### src/rtl/writeback_queue.sv
// rtl/writeback_queue.sv - in-order writeback FIFO feeding the register-file write port
// Drains one entry per cycle unless rf_stall, and forwards pending data to rs1/rs2.
module writeback_queue #(
  parameter int DEPTH = 4,
  parameter int CW    = 3
) (
  input  logic          CLK,
  input  logic          reset,
  input  logic          wb_valid,
  input  logic [4:0]    wb_rd,
  input  logic [31:0]   wb_data,
  output logic          wb_ready,
  input  logic          rf_stall,
  output logic [31:0]   Dc,
  output logic [4:0]    rd,
  output logic          wenable,
  input  logic [4:0]    rs1,
  input  logic [4:0]    rs2,
  output logic          fwd_a_hit,
  output logic          fwd_b_hit,
  output logic [31:0]   fwd_a_data,
  output logic [31:0]   fwd_b_data,
  output logic [CW-1:0] pending_count
);

  localparam int PW = $clog2(DEPTH);

  logic [DEPTH-1:0] valid_q, valid_d;
  logic [4:0]       rd_q   [DEPTH];
  logic [31:0]      data_q [DEPTH];
  logic [PW-1:0]    head_q, head_d;
  logic [PW-1:0]    tail_q, tail_d;
  logic [CW-1:0]    count_q, count_d;
  logic             empty;
  logic             push;
  logic             pop;

  assign empty    = (count_q == '0);
  // Ready looks only at the registered count, so a same-cycle pop never frees a slot.
  assign wb_ready = (count_q < CW'(DEPTH));
  assign wenable  = !empty && !rf_stall;
  assign push     = wb_valid && wb_ready;
  assign pop      = wenable;

  assign rd            = empty ? 5'd0  : rd_q[head_q];
  assign Dc            = empty ? 32'd0 : data_q[head_q];
  assign pending_count = count_q;

  always_comb begin
    valid_d = valid_q;
    head_d  = head_q;
    tail_d  = tail_q;
    count_d = count_q;
    if (pop) begin
      valid_d[head_q] = 1'b0;
      head_d          = head_q + PW'(1);
    end
    if (push) begin
      valid_d[tail_q] = 1'b1;
      tail_d          = tail_q + PW'(1);
    end
    case ({push, pop})
      2'b10:   count_d = count_q + CW'(1);
      2'b01:   count_d = count_q - CW'(1);
      default: count_d = count_q;
    endcase
  end

  always_ff @(posedge CLK or negedge reset) begin
    if (!reset) begin
      valid_q <= '0;
      head_q  <= '0;
      tail_q  <= '0;
      count_q <= '0;
    end else begin
      valid_q <= valid_d;
      head_q  <= head_d;
      tail_q  <= tail_d;
      count_q <= count_d;
    end
  end

  // Payload needs no reset: it is only observed through valid bits and count.
  always_ff @(posedge CLK) begin
    if (push) begin
      rd_q[tail_q]   <= wb_rd;
      data_q[tail_q] <= wb_data;
    end
  end

  // Walk oldest to youngest so the last match (closest to tail) wins.
  always_comb begin
    logic [PW-1:0] idx;
    idx        = '0;
    fwd_a_hit  = 1'b0;
    fwd_b_hit  = 1'b0;
    fwd_a_data = 32'd0;
    fwd_b_data = 32'd0;
    for (int i = 0; i < DEPTH; i++) begin
      idx = head_q + PW'(i);
      if (valid_q[idx] && (rd_q[idx] == rs1)) begin
        fwd_a_hit  = 1'b1;
        fwd_a_data = data_q[idx];
      end
      if (valid_q[idx] && (rd_q[idx] == rs2)) begin
        fwd_b_hit  = 1'b1;
        fwd_b_data = data_q[idx];
      end
    end
  end

endmodule

### config.mk
export PLATFORM = sky130hd
export DESIGN_NAME = writeback_queue
export DESIGN_NICKNAME = d
export VERILOG_FILES = /design/src/rtl/writeback_queue.sv
export SDC_FILE = /design/constraint.sdc
export NUM_CORES = 1
export LEC_CHECK = 0
export CAP_MARGIN = 20
export CORE_AREA = 5 5 143 180
export CTS_BUF_LIST = sky130_fd_sc_hd__clkbuf_8
export DETAILED_ROUTE_END_ITERATION = 12
export DIE_AREA = 0 0 148 185
export GPL_TIMING_DRIVEN = 0
export HOLD_SLACK_MARGIN = 0.02
export PLACE_DENSITY = 0.73
export SLEW_MARGIN = 30
export SYNTH_ARGS = -nofsm -noshare
export SYNTH_HDL_FRONTEND = slang
export SYNTH_SLANG_ARGS = --single-unit
### constraint.sdc
create_clock -name CLK -period 13.9 [get_ports CLK]
set_input_delay 2.085 -clock CLK [delete_from_list [all_inputs] [get_ports CLK]]
set_output_delay 2.085 -clock CLK [all_outputs]
set_load 0.01 [all_outputs]
==> results.sh <==
export IMPL_die_y_um=185
export IMPL_tns_ps=0
export IMPL_yosysTopAreaCell="edfxtp_1"
export IMPL_max_slew_margin_pct=40.0
export IMPL_synth_seq_cells=159
export IMPL_status="complete, no violations"
export IMPL_die_w_um=148
export IMPL_drtAntennaViolNets=0
export IMPL_period_share_pct=62.3
export IMPL_cts_tree="built"
export IMPL_finalSetupViolCount=0
export IMPL_netlist_area_leader_share_pct=38.0
export IMPL_p_comb_share_pct=67.6
export IMPL_critical_path_peak_fanout=11
export IMPL_critPathLaunchType="flop"
export IMPL_synth_area_um2=11700
export IMPL_io_buffers=157
export IMPL_root_buffer="clkbuf_8"
export IMPL_yosysSeqAreaShare_pct=40.3
export IMPL_min_to="pending_count[0]$_DFFE_PN0P_"
export IMPL_cp_arrival_ps=6570
export IMPL_syn_to_final_growth_pct=21.0
export IMPL_syn_nets=897
export IMPL_ioPinCount=159
export IMPL_grt_pass1_wl_um=53800
export IMPL_dr_total_vias=8917
export IMPL_hold_class="reg -> reg"
export IMPL_worstMarginPinSlew_ps=901
export IMPL_h_tree_depth=4
export IMPL_syn_avg_cell_area_um2=14.0
export IMPL_seqPwrFrac_pct=20.7
export IMPL_skew_ps=12.4
export IMPL_wl_per_cell_um=27.2
export IMPL_initialDrtViolationCount=1099
export IMPL_grtUsageTotal_pct=26.4
export IMPL_cp_required_ps=11810
export IMPL_rrSetupSlack_ps=9340
export IMPL_cts_resized=0
export IMPL_cts_made_buffers=17
export IMPL_p_int_mw=1.87
export IMPL_layout_min_cycle_time_ps=8650
export IMPL_crit_start="head_q[0]$_DFFE_PN0N_"
export IMPL_num_antenna_cells=0
export IMPL_grt_pass1_vias=9041
export IMPL_final_cell_mix="157 x clkdlybuf4s50_1, 148 x edfxtp_1, 134 x mux4_2, 78 x nand2_1, 55 x mux2i_1"
export IMPL_cap_violations=0
export IMPL_core_area_um2=23900
export IMPL_slew_viol_final=0
export IMPL_routed_wl_um=36000
export IMPL_cts_sinks=159
export IMPL_fill_cells=1859
export IMPL_path_class="reg -> out"
export IMPL_hold_buffers=0
export IMPL_yosysUniqueCellTypes=56
export IMPL_power_leakage_nw=4.78
export IMPL_dp_hpwl_um=26100
export IMPL_firstDrtPassIters=6
export IMPL_hold_start="pending_count[0]$_DFFE_PN0P_"
export IMPL_power_density_nw_per_um2=227
export IMPL_ys_flop_type="edfxtp_1"
export IMPL_cts_buffer_depth=2
export IMPL_rsz0062_at_grt="no"
export IMPL_gp_congestion=0.889
export IMPL_holdPathStages=1
export IMPL_post_cts_buffers=0
export IMPL_vias_per_cell=6.72
export IMPL_syn_inst=836
export IMPL_start_util_pct=48.9
export IMPL_p_sw_share_pct=42.0
export IMPL_yosys_warnings=0
export IMPL_grt_max_degree=29
export IMPL_rr_worst_depth=15
export IMPL_hold_ws_ps=535
export IMPL_p_sw_mw=1.35
export IMPL_end_kind="output port"
export IMPL_antenna_found_initial=1
export IMPL_rows=64
export IMPL_reg2reg_from="head_q[0]$_DFFE_PN0N_"
export IMPL_clk_pin_slew_ps=80
export IMPL_clock_latency_ps=470
export IMPL_drive_above_1_share_pct=27.9
export IMPL_nNetsFinal=1077
export IMPL_drc=0
export IMPL_r2r_end="head_q[1]$_DFFE_PN0N_"
export IMPL_ir_drop_uv=137
export IMPL_hold_viol=0
export IMPL_synth_edf_count=148
export IMPL_pwr_share_clk_pct=11.7
export IMPL_synthTopCellsByArea="edfxtp_1 38%, mux4_2 26%, mux2i_1 4.7%"
export IMPL_gr_total_overflow=0
export IMPL_layout_commonest_cell="clkdlybuf4s50_1"
export IMPL_clock_fmax_mhz=116
export IMPL_fp_dieArea_um2=27400
export IMPL_async_flop_share_pct=6.92
[per-layer routing]
layer | GRT usage [%] | up-vias | wire [um]
met2 | 45.1 | 563 | 18000
li1 | - | 3771 | -
met4 | 12.1 | 2 | 1590
met5 | 0 | - | 13
met1 | 31.7 | 4457 | 12600
met3 | 6.61 | 124 | 3860
[Yosys cell counts, drive strengths merged (6+ instances only)]
cell / n
nand2: 80
and2: 6
mux4: 134
xnor2: 32
clkbuf: 25
ha: 9
inv: 22
buf: 49
a221oi: 25
o221ai: 36
mux2i: 55
a211oi: 26
xor2: 13
o21ai: 22
nand3: 20
nor2: 33
edfxtp: 148
dfrtp: 11
nor2b: 38
mux2: 18
[through the flow]
step                cell area (um^2)  worst slack [ps]  utilization (%)  power [mW]  std cells
global route                   14200              4990             59.2        3.39       1326
global placement               13600              5880             57.0        2.81       1290
CTS                            14200              5300             59.2        3.22       1326
finish                         14200              5250             59.2        3.22       1326
detailed placement             13700              5820             57.4        2.84       1294
floorplan                      11700              7720                -        2.12        836
[sequential cells by signal, summed over array words and instances (netlist names)]
register and cells:
rd_q 20, pending_count 3, data_q 128, valid_q 4
tail_q 2, head_q 2
[critical path: stages (launching register included)]
cell	delay [ps]
dfrtp_1	390
buf_6	180
buf_2	310
buf_2	280
buf_2	400
inv_1	100
clkbuf_1	280
clkbuf_1	380
ha_1	420
buf_6	140
buf_6	170
buf_4	250
buf_2	390
buf_1	650
mux4_2	380
nor2_1	60
a221oi_1	610
clkdlybuf4s50_1	680
[layout make-up]
type	instances	area, um^2	share of cell area (%)
plain buffers	74	439	3.10
clock buffers	17	234	1.65
clock inverters	15	193	1.36
inverters	22	82.6	0.583
multi-input cells	581	6480	45.7
flip-flops and latches	159	4720	33.3
well taps	297	372	2.62
repair buffers	161	1650	11.7
[logic make-up (layout without fill, tap and decap cells)]
family	after synthesis	count (layout)	synth area share [%]
multiplexers	207	207	32.2
adder cells (fa/ha/maj)	10	10	1.13
flip-flops	159	159	40.3
AND/OR/NAND/NOR	197	197	8.52
XOR/XNOR	45	45	3.43
AO/OA/AOI/OAI	122	122	9.96
buffers and inverters	96	289	4.42
[power groups by stage]
| stage | clock network, mW | registers [mW] | logic [mW] |
|---|---|---|---|
| global placement | 0 | 0.676 | 2.13 |
| finish | 0.377 | 0.667 | 2.18 |
| detailed placement | 0 | 0.677 | 2.17 |
| CTS | 0.380 | 0.666 | 2.17 |
| global route | 0.399 | 0.677 | 2.31 |
| floorplan | 0 | 0.660 | 1.46 |
[worst max-delay path by stage]
stage / cells past startpoint / slack, ps / to
finish: 17 / 5250 / fwd_b_data[6]
detailed placement: 19 / 5820 / fwd_a_data[18]
CTS: 19 / 5300 / fwd_a_data[18]
global placement: 19 / 5880 / fwd_a_data[14]
global route: 17 / 4990 / fwd_b_data[6]
floorplan: 18 / 7720 / fwd_a_data[13]
Power figures use the tool's default switching activity.
